**src/rtl/display_relogio.sv**
```systemverilog
// display_relogio: 8-slot multiplexed seven-segment driver for an HH:MM:SS clock.
//
// Scans one digit slot per REFRESH_DIV clocks. The seconds/minutes/hours values are
// snapshotted once per frame, at the end of slot 7. Slots 0..5 show the seconds,
// minutes and hours digits, units first. Slots 6..7 are blank.
//
// Optional feature: define PAUSE_BLINK_EN to blank the whole display at a 2 Hz rate
// while `pause` is high. Without the macro, `pause` is ignored.
//
// Ports:
//   clk_100MHz  system clock, rising edge
//   rstn        asynchronous active-low reset
//   segundos    seconds, binary 0..63
//   minutos     minutes, binary 0..63
//   horas       hours, binary 0..63
//   pause       clock-paused level
//   an[7:0]     digit anodes, active-low, an[i] enables slot i
//   seg[6:0]    segments g..a, active-low
//   dp          decimal point, active-low
module display_relogio #(
  parameter int unsigned REFRESH_DIV = 100000,
  parameter int unsigned BLINK_DIV   = 25000000
) (
  input  logic       clk_100MHz,
  input  logic       rstn,
  input  logic [5:0] segundos,
  input  logic [5:0] minutos,
  input  logic [5:0] horas,
  input  logic       pause,
  output logic [7:0] an,
  output logic [6:0] seg,
  output logic       dp
);

  localparam int unsigned PW = (REFRESH_DIV > 1) ? $clog2(REFRESH_DIV) : 1;

  logic [PW-1:0] presc;
  logic [2:0]    idx;
  logic          presc_tc;
  logic [5:0]    snap_s, snap_m, snap_h;

  logic [7:0]    an_nx;
  logic [6:0]    seg_nx;
  logic          dp_nx;
  logic [3:0]    digit;
  logic [3:0]    s_t, s_u, m_t, m_u, h_t, h_u;
  logic          blank;

  // Tens digit of a 0..63 value.
  function automatic logic [3:0] tens_of(input logic [5:0] v);
    if      (v >= 6'd60) tens_of = 4'd6;
    else if (v >= 6'd50) tens_of = 4'd5;
    else if (v >= 6'd40) tens_of = 4'd4;
    else if (v >= 6'd30) tens_of = 4'd3;
    else if (v >= 6'd20) tens_of = 4'd2;
    else if (v >= 6'd10) tens_of = 4'd1;
    else                 tens_of = 4'd0;
  endfunction

  // Units digit is the remainder after subtracting the tens.
  function automatic logic [3:0] units_of(input logic [5:0] v);
    logic [5:0] t10;
    t10 = 6'(tens_of(v)) * 6'd10;
    units_of = 4'(v - t10);
  endfunction

  function automatic logic [6:0] enc(input logic [3:0] d);
    case (d)
      4'd0:    enc = 7'h40;
      4'd1:    enc = 7'h79;
      4'd2:    enc = 7'h24;
      4'd3:    enc = 7'h30;
      4'd4:    enc = 7'h19;
      4'd5:    enc = 7'h12;
      4'd6:    enc = 7'h02;
      4'd7:    enc = 7'h78;
      4'd8:    enc = 7'h00;
      4'd9:    enc = 7'h10;
      default: enc = 7'h7F;
    endcase
  endfunction

  always_comb presc_tc = (presc == PW'(REFRESH_DIV - 1));

  always_ff @(posedge clk_100MHz or negedge rstn) begin
    if (!rstn) begin
      presc  <= '0;
      idx    <= '0;
      snap_s <= '0;
      snap_m <= '0;
      snap_h <= '0;
    end else begin
      if (presc_tc) begin
        presc <= '0;
        idx   <= idx + 3'd1;
        // Capture the time only at the frame boundary, so one frame never mixes two times.
        if (idx == 3'd7) begin
          snap_s <= segundos;
          snap_m <= minutos;
          snap_h <= horas;
        end
      end else begin
        presc <= presc + PW'(1);
      end
    end
  end

`ifdef PAUSE_BLINK_EN
  localparam int unsigned BW = (BLINK_DIV > 1) ? $clog2(BLINK_DIV) : 1;

  logic [BW-1:0] blink_cnt;
  logic          blink_phase;

  always_ff @(posedge clk_100MHz or negedge rstn) begin
    if (!rstn) begin
      blink_cnt   <= '0;
      blink_phase <= 1'b0;
    end else if (blink_cnt == BW'(BLINK_DIV - 1)) begin
      blink_cnt   <= '0;
      blink_phase <= ~blink_phase;
    end else begin
      blink_cnt <= blink_cnt + BW'(1);
    end
  end

  always_comb blank = pause & blink_phase;
`else
  logic unused_pause;
  always_comb unused_pause = pause;
  always_comb blank = 1'b0;
`endif

  always_comb begin
    s_t = tens_of(snap_s);
    s_u = units_of(snap_s);
    m_t = tens_of(snap_m);
    m_u = units_of(snap_m);
    h_t = tens_of(snap_h);
    h_u = units_of(snap_h);
  end

  always_comb begin
    an_nx  = '1;
    seg_nx = '1;
    dp_nx  = 1'b1;
    digit  = '0;
    case (idx)
      3'd0:    digit = s_u;
      3'd1:    digit = s_t;
      3'd2:    digit = m_u;
      3'd3:    digit = m_t;
      3'd4:    digit = h_u;
      3'd5:    digit = h_t;
      default: digit = '0;
    endcase
    if (idx <= 3'd5 && !blank) begin
      an_nx[idx] = 1'b0;
      seg_nx     = enc(digit);
      dp_nx      = !(idx == 3'd2 || idx == 3'd4);
    end
  end

  // Outputs are registered from the current index, so they lag an index change by one cycle.
  always_ff @(posedge clk_100MHz or negedge rstn) begin
    if (!rstn) begin
      an  <= '1;
      seg <= '1;
      dp  <= 1'b1;
    end else begin
      an  <= an_nx;
      seg <= seg_nx;
      dp  <= dp_nx;
    end
  end

endmodule
```
**config.mk**
```make
export PLATFORM = sky130hd
export DESIGN_NAME = display_relogio
export DESIGN_NICKNAME = d
export VERILOG_FILES = /design/src/rtl/display_relogio.sv
export SDC_FILE = /design/constraint.sdc
export NUM_CORES = 1
export LEC_CHECK = 0
export BUFFER_PORTS_ARGS = -buffer_cell sky130_fd_sc_hd__buf_4
export CAP_MARGIN = 0
export CORE_MARGIN = 8
export CORE_UTILIZATION = 30
export DETAILED_ROUTE_END_ITERATION = 7
export SLEW_MARGIN = 20
export SYNTH_ARGS = -nofsm -noshare
export SYNTH_HDL_FRONTEND = slang
export SYNTH_SLANG_ARGS = --single-unit
```
**constraint.sdc**
```tcl
create_clock -name clk_100MHz -period 3.86 [get_ports clk_100MHz]
set_clock_uncertainty 0.1 [all_clocks]
set_input_delay 0.579 -clock clk_100MHz [delete_from_list [all_inputs] [get_ports clk_100MHz]]
set_output_delay 0.579 -clock clk_100MHz [all_outputs]
set_load 0.1 [all_outputs]
```
# After elaboration in Yosys (flattened, before gate mapping)
# Memories as Yosys holds them, arrays and structs flattened.
# Cells that the tools add are included.
# classes
n_div,0
n_shift,0
muxes,25
n_bitwise,1
n_mul,3
eq_ne,7
n_reduce_logical,5
addsub,5
magnitude_cmp,21
# op_table
operator,count
$ge A6 B6 Y1 const B,9
$mux W4,10
$ge A6 B5 Y1 const B,6
$pmux W4 S6,1
$ge A6 B4 Y1 const B,3
$add A17 B1 Y17 const B,1
$eq A17 B17 Y1 const B,1
$mux W17,1
$mul A4 B3 Y3 const B,3
$sub A4 B4 Y4,3
$eq A3 B3 Y1 const B,3
$mux W2,4
$mux W8,1
$not A8 Y8,1
$mux W7,1
$eq A3 B2 Y1 const B,2
$mux W1,5
$lt A3 B4 Y1 const B,1
$add A3 B1 Y3 const B,1
$demux W1 S3,1
$eq A3 B1 Y1 const B,1
$ge A3 B1 Y1 const B,1
$le A3 B3 Y1 const B,1
$logic_not A3 Y1,1
other kinds (5),5
# word_totals
rom_bits,112
word_cells,76
out_inout_bits,16
ram_bits,0
mem_count,1
register_bits,54
latch_bits,0
inputBits,21
# memory_table
memory,depth,width,read_ports,rd_ports_with_merged_regs,write_ports,line_no,source
(no name shown),16,7,1,0,0,68,case (d)

# Depth between registers and ports, before layout
# Gate-level depths: netlist of the first run.
# An unclocked memory read counts as a cell.
# depth
depth_word,12
ltp_mapped,14
depth_no_buf,13

# Worst setup path before layout of the first run
# Ideal clock, no wire load.
# synth_path
kind,reg2reg
from,register snap_s[4]
to,register seg[4]
slack_ns,1.017
arrival_time_ns,2.661
stages_incl_launch_ff,13
period_less_slack_ns,2.843
setup_ns,0.082
t_required_ns,3.678
n_path_buf,2
path_cell_list,dfrtp_1 -> buf_6 -> nor2b_1 -> nand3_1 -> o21ai_0 -> o21ai_0 -> ha_1 -> fa_1 -> o22ai_1 -> a221oi_1 -> buf_2 -> nand2_1 -> a211o_1
# synth_via
elab_chain_cells,12
word_cells_on_any_way,17
classes_between,add/sub: 1; mul: 1; order compare: 6; mux: 8; memory: 1
# synth_rtl
element,line_no,source
start: declaration,40,"logic [5:0] snap_s, snap_m, snap_h;"
start signal: assignment,98,snap_s <= segundos;
$ge A6 B4 Y1,56,else if (v >= 6'd10) tens_of = 4'd1;
$mux W1,56,
$mux W2,55,else if (v >= 6'd20) tens_of = 4'd2;
$mux W2,54,else if (v >= 6'd30) tens_of = 4'd3;
$mux W3,53,else if (v >= 6'd40) tens_of = 4'd4;
$mux W4,52,else if (v >= 6'd50) tens_of = 4'd5;
$mux W4 *,51,if (v >= 6'd60) tens_of = 4'd6;
$mul A4 B3 Y3,63,t10 = 6'(tens_of(v)) * 6'd10;
$sub A4 B4 Y4,64,units_of = 4'(v - t10);
$pmux W4 S6 *,147,case (idx)
$mem_v2 Z16 W7 *,n/a,
$mux W7 *,156,if (idx <= 3'd5 && !blank) begin
named net seg_nx[4],43,logic [6:0] seg_nx;
end signal: assignment,171,seg <= seg_nx;
end: declaration,31,"output logic [6:0] seg,"
# The timed path passes the listed nets; every way through them passes the cells marked *.
# A chain may end at the register's enable or synchronous reset.

# Worst setup path in the final report of the first run
# layout_path
from,register snap_h[1]
to,register seg[6]
# layout_via
elab_chain_cells,12
word_cells_on_any_way,17
classes_between,add/sub: 1; mul: 1; order compare: 6; mux: 8; memory: 1
# layout_rtl
element,line_no,source
start: declaration,40,
start signal: assignment,100,snap_h <= horas;
$ge A6 B4 Y1,56,
$mux W1,56,
$mux W2,55,
$mux W4,54,
$mux W4,53,
$mux W4,52,
$mux W4,51,
$mul A4 B3 Y3,63,
$sub A4 B4 Y4,64,
$pmux W4 S6 *,147,
$mem_v2 Z16 W7 *,n/a,
$mux W7 *,156,
named net seg_nx[6],43,
# Marks and branches as above.

==> impl_results.md, run 1 <==
- Wirelength per Cell: 13.2 µm
- CP startpoint kind: flip-flop
- Async S/R FF share, synth: 100%
- CP Max Fanout: 11
- Clock-pin slew on the worst setup and hold paths: 0.10 ns
- Worst EP arrival: 3.27 ns
- Hold Path Class: primary input to asynchronous set/reset pin
- Clock sinks: between 50 and 60
- WP data required: between 3 and 4 ns
- Post-DRT Antenna Nets: 0
- Pwr dens: 361 nW/µm²
- Vias in the first global route: 2328
- Most common cell after layout, fill and taps aside: dfrtp_1
- #FFs+latches synth: 54
- Floorplan row count: 38
- Max Slew Vio Count: 0
- Commonest non-fill, non-tap cells in the layout: 38 x dfrtp_1, 36 x buf_4, 21 x nor2_1
- Post-CTS Hold Buffers: 0
- Cells after synthesis: 307
- Area Growth Syn to Fin: 14.1%
- Post-Route WL: between 6 and 7 mm
- Final period util: 81.8%
- CP Cell Sequence: nor2b_1, o311ai_1, o32a_2, nor2_1, fa_1, or3_1, and3_1, mux2i_4, o211ai_2, a211oi_1, a211oi_1
- EDFF count, synth: 0
- Hpwl dp: 4.81 mm
- Worst slew margin: 55.9%
- Distinct cells, synth: 63
- Total global-route track usage: between 9 and 10%
- Die H: 120 µm
- Post-CTS sizing: 0
- Placed insts: 471
- DR vias: 2301
- DR DRC count: 0
- CTS tree: yes
- Grt ovf: 0
- Final setup violation count: 0
- Initial antenna violation count: 0
- Initial cell density of the core: ~30%
- Post-CTS Setup Inserts: 0
- RSZ-0062 raised after global routing: no
- Fin. Hold Viols: 0
- WS Path Type: flip-flop to flip-flop
- Critical-path top delay cell: dfrtp_1
- Run status: finished, final reports clean
- Max cap viols: 0
- CP endpoint kind: flip-flop
- Syn_area_per_cell: about 11 µm²
- DR vias/cell: 4.80
- First-pass GRT wire length: ~11 mm
- Die width: 120 µm
- Seq/Total Area, Yosys: 42.4%
- I/O pin count: 37
- Fmax: 0.317 GHz
- CTS root buf: clkbuf_8
- Count of yosys warnings during synthesis: 0
- Maximum VDD drop: 0.000410 V
- Critical path's largest stage delay: 0.45 ns
- Minimum clock period: 3.16 ns
- # H-tree levels: 2
- CTS Buf Count: 5
- Skew-Pair Late Insertion Delay: 0.30 ns
- Final GP Congestion: 0.779
- Least-Margin Pin Slew: 0.662 ns
- Post-Syn Nets: 345
- Largest net degree at the start of global routing: 55
- Number of port buffers: 35
- Layout cells sized above 1: 28.0%
- Most common flop cell mapped by yosys: dfrtp_1
- Pre-antenna DRT Iters: 4
- Bufs on Longest Clock Path: 2
- Worst reg2reg setup slack: around 0.7 ns
- Most frequent CP cell: a211oi_1
- Non-filler instance count after layout: 479
- Die area: roughly 14000 µm²
- Mapped Area: 3230 µm²
- Setup TNS: 0 ns
- N_diodes: 0
- # nets final: 376
- Core area: 10700 µm²
- Leak: 1.60 nW
- DRT iter0 DRCs: 67
## cells by family (layout without fill, tap and decap cells)
kind of cell	count (synthesis)	in the layout	share of synthesized area, %
XOR/XNOR	18	18	4.88
AND/OR/NAND/NOR	106	106	18.8
adder cells (fa/ha/maj)	17	17	7.28
multiplexers	24	24	8.71
AO/OA/AOI/OAI	59	59	13.2
buffers and inverters	29	61	4.61
flip-flops	54	54	42.4
## stage by stage
step           hold slack (ns)  power (mW)  utilization, %  area, µm²  setup WS (ns)
6_report                 0.185        1.33            34.6       3690          0.702
4_1_cts                  0.223        1.35            34.6       3690          0.730
2_1_floorplan            0.183       0.938               -       3230           1.02
5_1_grt                  0.244        1.40            34.6       3690          0.505
3_5_place_dp             0.375        1.01            33.7       3590          0.755
3_3_place_gp             0.371        1.01            33.7       3590          0.749
## power breakdown
group | leakage, nW | switching [mW] | internal (mW)
Combinational | 0.908 | 0.255 | 0.113
Sequential | 0.643 | 0.0235 | 0.610
Clock | 0.0488 | 0.184 | 0.145
Total | 1.60 | 0.462 | 0.868
## routing by layer
layer	part of all wire, %	global-route usage, %
met1	49	12.2
met2	45	13.8
met3	4.6	2.40
met4	1.3	2.81
met5	0	0
## path summary, 6_finish.rpt
path,startpoint,to,cells past startpoint
setup / recovery,snap_h[1]$_DFFE_PN0P_,seg[6]$_DFF_PN1_,11
hold / removal,rstn,snap_s[2]$_DFFE_PN0P_,1
setup reg to reg,snap_h[1]$_DFFE_PN0P_,seg[6]$_DFF_PN1_,11
hold reg to reg,presc[0]$_DFF_PN0_,presc[0]$_DFF_PN0_,1
max in group asynchronous,rstn,idx[0]$_DFFE_PN0N_,1
min in group clk_100MHz,horas[4],snap_h[4]$_DFFE_PN0P_,2
## state kept, by name, summed over array words and instances (netlist names)
register  count
snap_h        6
snap_s        6
presc        17
dp            1
idx           3
an            8
snap_m        6
seg           7
## critical path, delay by kind of cell (launching register included)
kind                       cells  cell delay, ns
and+or+nand+nor                4            0.85
adders and majority gates      1            0.37
AOI/OAI and AO/OA              5            1.13
muxes                          1            0.15
DFF                            1            0.45
## synthesized netlist by cell type (8+ instances only)
master,instances,share of area (%)
inv_1,14,1.6
and3_1,10,1.9
nand3_1,18,2.8
a21oi_1,11,1.7
xnor2_1,11,3.0
dfstp_2,16,13
mux2_2,16,5.6
nor2_1,21,2.4
dfrtp_1,38,29
o21ai_0,12,1.9
ha_1,14,5.4
nand2_1,15,1.7
nor2b_1,8,1.5
## cell type report
type	instances	area (µm²)
Tap cell	140	175
Inverter	17	63.8
Clock inverter	2	12.5
Sequential cell	54	1370
Clock buffer	6	82.6
Fill cell	1109	6960
Multi-Input combinational cell	224	1710
Timing Repair Buffer	36	270
(Power assumes the default switching activity.)
==> run 2: changes to the inputs <==
==> constraint.sdc (replaced) <==
create_clock -name clk_100MHz -period 3.3 [get_ports clk_100MHz]
set_clock_uncertainty 0.1 [all_clocks]
set_input_delay 0.495 -clock clk_100MHz [delete_from_list [all_inputs] [get_ports clk_100MHz]]
set_output_delay 0.495 -clock clk_100MHz [all_outputs]
set_load 0.1 [all_outputs]
==> run 2 against run 1 <==
Power up 17%. Core utilization up 0.34 points. Hold slack worse by 0.077 ns. Maximum frequency up 2.3%. Register-to-register slack worse by 0.49 ns. Count of clock-buffer cells in the layout down 1. Die area unchanged.
==> impl_results.md, run 2 (synthesis gave the netlist of run 1 again) <==
- I/O pin count: 37 (unchanged)
- Grt ovf: 0 (unchanged)
- Least-Margin Pin Slew: 0.661 ns (was 0.662 ns)
- Fin. Hold Viols: 0 (unchanged)
- Final setup violation count: 0 (unchanged)
- First-pass GRT wire length: 10.8 mm (was 10.9 mm)
- # H-tree levels: 2 (unchanged)
- Initial cell density of the core: 30.3% (unchanged)
- WS Path Type: flip-flop to flip-flop (unchanged)
- Leak: 1.60 nW (about the same)
- CP endpoint kind: flip-flop (unchanged)
- Number of port buffers: 35 (unchanged)
- Cells on worst reg2reg path: 10 (was 11)
- Initial antenna violation count: 0 (unchanged)
- Post-Route WL: 6.25 mm (was 6.31 mm)
- Bufs on Longest Clock Path: 2 (unchanged)
- Hpwl dp: 4.74 mm (was 4.81 mm)
- DR vias/cell: 4.79 (was 4.80)
- Floorplan row count: 38 (unchanged)
- DR vias: 2307 (was 2301)
- Critical path's largest stage delay: 0.52 ns (was 0.45 ns)
- CTS tree: yes (unchanged)
- CTS Buf Count: 5 (unchanged)
- Register name with the most flops: presc (unchanged)
- Die area: 14300 µm² (unchanged)
- Skew-Pair Late Insertion Delay: 0.31 ns (was 0.30 ns)
- Die H: 120 µm (unchanged)
- Total global-route track usage: 8.88% (was 9.04%)
- Wirelength per Cell: 13.0 µm (was 13.2 µm)
- Area Growth Syn to Fin: 15.2% (was 14.1%)
- Critical-path top delay cell: fa_1 (was dfrtp_1)
- DRT iter0 DRCs: 106 (was 67)
- RSZ-0062 raised after global routing: no (unchanged)
- CP Max Fanout: 13 (was 11)
- Post-DRT Antenna Nets: 0 (unchanged)
- CP startpoint kind: flip-flop (unchanged)
- CP Cell Sequence: and2b_4, a311oi_1, a21oi_1, fa_1, o22ai_1, a221oi_1, buf_4, nand4_1, nor2b_2, o21ai_1 (was nor2b_1, o311ai_1, o32a_2, nor2_1, fa_1, or3_1, and3_1, mux2i_4, o211ai_2, a211oi_1, a211oi_1)
- Run status: finished, final reports clean (unchanged)
- CTS root buf: clkbuf_8 (unchanged)
- Maximum VDD drop: 0.000502 V (was 0.000410 V)
- Core area: 10700 µm² (unchanged)
- Minimum clock period: 3.09 ns (was 3.16 ns)
- Final period util: 93.6% (was 81.8%)
- Post-CTS Setup Inserts: 0 (unchanged)
- Final GP Congestion: 0.788 (was 0.779)
- Vias in the first global route: 2328 (unchanged)
- Pwr Total: 1.55 mW (was 1.33 mW)
- Max cap viols: 0 (unchanged)
- Pre-antenna DRT Iters: 4 (unchanged)
- Fmax: 0.324 GHz (was 0.317 GHz)
- Most common cell after layout, fill and taps aside: buf_4 (was dfrtp_1)
- Layout cells sized above 1: 29.8% (was 28.0%)
- Setup TNS: 0 ns (unchanged)
- Worst EP arrival: 3.22 ns (was 3.27 ns)
- Worst slew margin: 55.9% (about the same)
- Max reg flops: 17 (unchanged)
- Largest net degree at the start of global routing: 55 (unchanged)
- Clock sinks: 54 (unchanged)
- Die width: 120 µm (unchanged)
- Clock-pin slew on the worst setup and hold paths: 0.11 ns (was 0.10 ns)
- DR DRC count: 0 (unchanged)
- WP data required: 3.43 ns (was 3.97 ns)
- Hold Path Class: primary input to asynchronous set/reset pin (unchanged)
- Regs by FF count: presc: 17 flops, an: 8 flops, seg: 7 flops (unchanged)
- Max Slew Vio Count: 0 (unchanged)
- N_diodes: 0 (unchanged)
- # nets final: 379 (was 376)
- Placed insts: 474 (was 471)
- Pwr dens: 418 nW/µm² (was 361 nW/µm²)
- Commonest non-fill, non-tap cells in the layout: 39 x buf_4, 36 x dfrtp_1, 21 x nor2_1 (was 38 x dfrtp_1, 36 x buf_4, 21 x nor2_1)
- Non-filler instance count after layout: 482 (was 479)
==> run 2: stage by stage <==
step	setup slack, ns	hold WS, ns	util [%]	cell area [µm²]
6_report	0.212	0.108	35.0	3720
5_1_grt	0.00324	0.147	35.0	3720
4_1_cts	0.138	0.130	34.8	3710
3_5_place_dp	0.184	0.381	33.9	3610
3_3_place_gp	0.190	0.371	33.9	3610
2_1_floorplan	0.457	0.0994	-	3230
==> run 2: timing repair <==
item | 4_1_cts | 5_1_grt
hold buffers | 0 | 0
hold endpoints to repair | 0 | 0
endpoints found under the setup margin | 0 | 6
gates resized for setup | 0 | 4
==> run 2: final cells by class <==
cell class                 count  area [µm²]
tap                          140         175
fill                        1128        6930
clock buffer                   5        68.8
sequential                    54        1370
clock inverter                 3        23.8
multi-input combinational    224        1720
inverter                      17        63.8
timing repair buffer          39         293
==> run 2: metal layers <==
metal,vias up,part of all wire [%],track usage (%)
li1,1141,-,-
met1,1121,50,12.1
met2,41,44,13.6
met3,4,4.9,2.35
met4,0,0.94,2.50
met5,-,0,0
==> run 2: report_power, final <==
part           switching [mW]  internal [mW]  total [mW]
Sequential             0.0274          0.714       0.741
Combinational           0.300          0.134       0.434
Clock                   0.227          0.152       0.379
Total                   0.554           1.00        1.55
==> run 2: final timing paths <==
kind | from | end | slack, ns
worst min register to register | presc[0]$_DFF_PN0_ | presc[0]$_DFF_PN0_ | 0.39
worst min-delay path | rstn | snap_h[4]$_DFFE_PN0P_ | 0.11
min in group clk_100MHz | horas[4] | snap_h[4]$_DFFE_PN0P_ | 0.30
max in group asynchronous | rstn | snap_m[5]$_DFFE_PN0P_ | 2.53
worst max-delay path | snap_m[3]$_DFFE_PN0P_ | seg[3]$_DFF_PN1_ | 0.21
worst max register to register | snap_m[3]$_DFFE_PN0P_ | seg[3]$_DFF_PN1_ | 0.21
==> run 2: worst max-delay path: cells and delay by family (launching register included) <==
kind,cells,cell delay (ns)
flip-flops,1,0.51
buffers and inverters,1,0.25
AO/OA/AOI/OAI,5,1.01
AND/OR/NAND/NOR,3,0.63
adder cells (fa/ha/maj),1,0.52
==> run 3: changes to the inputs <==
--- a/config.mk
+++ b/config.mk
@@ -10,6 +10,7 @@
 export CORE_MARGIN = 8
 export CORE_UTILIZATION = 30
 export DETAILED_ROUTE_END_ITERATION = 7
+export RECOVER_POWER = 100
 export SLEW_MARGIN = 20
 export SYNTH_ARGS = -nofsm -noshare
 export SYNTH_HDL_FRONTEND = slang
==> run 3 against run 2 <==
Sequential cell count did not move. Combinational power fell by 5.1%. Sequential share of layout area rose by 0.71 points. Global-route usage did not move.
==> impl_results.md, run 3 (synthesis gave the netlist of run 1 again) <==
- Critical-path top delay cell: fa_1 (unchanged)
- DR vias: 2300 (was 2307)
- Layout cells sized above 1: 24.6% (was 29.8%)
- Post-CTS sizing: 0 (unchanged)
- Critical path's largest stage delay: 0.52 ns (about the same)
- Area Growth Syn to Fin: 13.1% (was 15.2%)
- Setup TNS: 0 ns (unchanged)
- DR DRC count: 0 (unchanged)
- I/O pin count: 37 (unchanged)
- Worst slew margin: 13.8% (was 55.9%)
- CP Max Fanout: 13 (unchanged)
- Leak: 1.54 nW (was 1.60 nW)
- Final period util: 93.8% (was 93.6%)
- Initial cell density of the core: 30.3% (unchanged)
- Fmax: 0.323 GHz (was 0.324 GHz)
- Post-DRT Antenna Nets: 0 (unchanged)
- Worst EP arrival: 3.22 ns (about the same)
- Worst Hold Depth: 2
- Number of port buffers: 35 (unchanged)
- DR vias/cell: 4.77 (was 4.79)
- Die H: 120 µm (unchanged)
- Regs by FF count: presc: 17 flops, an: 8 flops, seg: 7 flops (unchanged)
- Hold Path Class: primary input to flip-flop (was primary input to asynchronous set/reset pin)
- WS Path Type: flip-flop to flip-flop (unchanged)
- Pwr dens: 419 nW/µm² (was 418 nW/µm²)
- CP endpoint kind: flip-flop (unchanged)
- Most common cell after layout, fill and taps aside: dfrtp_1 (was buf_4)
- Vias in the first global route: 2328 (unchanged)
- Skew-Pair Late Insertion Delay: 0.31 ns (about the same)
- Worst r2r src: snap_m[3]$_DFFE_PN0P_ (unchanged)
- Largest net degree at the start of global routing: 55 (unchanged)
- Floorplan row count: 38 (unchanged)
- CTS root buf: clkbuf_8 (unchanged)
- Initial antenna violation count: 0 (unchanged)
- Maximum VDD drop: 0.000442 V (was 0.000502 V)
- RSZ-0062 raised after global routing: no (unchanged)
- Hpwl dp: 4.74 mm (unchanged)
- Wirelength per Cell: 13.0 µm (about the same)
- DRT iter0 DRCs: 93 (was 106)
- Placed insts: 474 (unchanged)
- Cells on worst reg2reg path: 10 (unchanged)
- Grt ovf: 0 (unchanged)
- CP top delay family: compound AO/OA/AOI/OAI gates (unchanged)
- Max reg flops: 17 (unchanged)
- Max cap viols: 0 (unchanged)
- Clock sinks: 54 (unchanged)
- Buf+Inv Stages, Crit Path: 1 (unchanged)
- Minimum clock period: 3.09 ns (about the same)
- Least-Margin Pin Slew: 1.29 ns (was 0.661 ns)
- Post-route cell area: 3650 µm² (was 3720 µm²)
- Post-CTS Hold Buffers: 0 (unchanged)
- Bufs on Longest Clock Path: 2 (unchanged)
- Max Slew Vio Count: 0 (unchanged)
- Post-Route WL: 6.25 mm (about the same)
- Worst reg2reg setup slack: 0.21 ns (about the same)
- Core area: 10700 µm² (unchanged)
- Run status: finished, final reports clean (unchanged)
- Die width: 120 µm (unchanged)
- CP startpoint kind: flip-flop (unchanged)
- WP data required: 3.43 ns (about the same)
- Final GP Congestion: 0.788 (unchanged)
- Placed cell area: 3610 µm² (unchanged)
- Post-CTS Setup Inserts: 0 (unchanged)
- Non-filler instance count after layout: 482 (unchanged)
- CP Cell Sequence: and2b_4, a311oi_1, a21oi_1, fa_1, o22ai_1, a221oi_1, buf_4, nand4_1, nor2b_2, o21ai_1 (unchanged)
- CTS Buf Count: 5 (unchanged)
- First-pass GRT wire length: 10.8 mm (unchanged)
- CTS tree: yes (unchanged)
- # nets final: 379 (unchanged)
- # H-tree levels: 2 (unchanged)
- Die area: 14300 µm² (unchanged)
- Clock-pin slew on the worst setup and hold paths: 0.11 ns (about the same)
- Fin. Hold Viols: 0 (unchanged)
- Final setup violation count: 0 (unchanged)
- Filler instances: 1143 (was 1128)
- Pre-antenna DRT Iters: 4 (unchanged)
- CP Depth: 10 (unchanged)
- Min-delay src: horas[4]
- Total global-route track usage: 8.88% (unchanged)
- N_diodes: 0 (unchanged)
- Commonest non-fill, non-tap cells in the layout: 36 x dfrtp_1, 21 x nor2_1, 20 x buf_4 (was 39 x buf_4, 36 x dfrtp_1, 21 x nor2_1)
- CP startpoint: snap_m[3]$_DFFE_PN0P_ (unchanged)
- Register name with the most flops: presc (unchanged)
[run 3: cell types whose count changed in the layout (fill, tap and decap cells not counted)]
cell      change
buf_4        -19
clkbuf_1     +18
and2_0        +2
and2_1        -2
clkbuf_2      +1
[run 3: layout make-up]
class                           count  area [µm²]  share of cell area, %
Clock inverter                      3        23.8                  0.651
Tap cell                          140         175                   4.80
Timing Repair Buffer               39         223                   6.10
Multi-Input combinational cell    224        1720                   47.2
Inverter                           17        63.8                   1.75
Clock buffer                        5        68.8                   1.88
Sequential cell                    54        1370                   37.6
[run 3: through the flow]
stage | util [%] | power [mW] | setup WS [ns] | hold slack [ns]
floorplan | - | 1.10 | 0.457 | 0.0994
global placement | 33.9 | 1.18 | 0.190 | 0.371
detailed placement | 33.9 | 1.19 | 0.184 | 0.381
CTS | 34.8 | 1.57 | 0.138 | 0.130
global route | 34.3 | 1.61 | 0.00321 | 0.288
finish | 34.3 | 1.53 | 0.206 | 0.299
[run 3: routing by layer]
metal,global-route usage (%),share of wire (%)
met2,13.6,44
met4,2.50,0.75
met5,0,0
met3,2.35,4.7
met1,12.1,51
[run 3: worst register-to-register path, cell delays in order, from the launching register on]
cell,delay (ns)
dfrtp_1,0.51
and2b_4,0.25
a311oi_1,0.37
a21oi_1,0.14
fa_1,0.52
o22ai_1,0.09
a221oi_1,0.33
buf_4,0.25
nand4_1,0.16
nor2b_2,0.21
o21ai_1,0.09
[run 3: final timing paths]
| kind | endpoint |
|---|---|
| max in group asynchronous | snap_m[5]$_DFFE_PN0P_ |
| min reg2reg | presc[0]$_DFF_PN0_ |
| max reg2reg | seg[3]$_DFF_PN1_ |
| min in group asynchronous | snap_h[4]$_DFFE_PN0P_ |
| min | snap_h[4]$_DFFE_PN0P_ |
| max | seg[3]$_DFF_PN1_ |
[run 3: where the power goes]
| group | switching (mW) | total [mW] | internal [mW] |
|---|---|---|---|
| Combinational | 0.300 | 0.412 | 0.112 |
| Sequential | 0.0270 | 0.741 | 0.714 |
| Clock | 0.226 | 0.379 | 0.152 |
| Total | 0.554 | 1.53 | 0.978 |
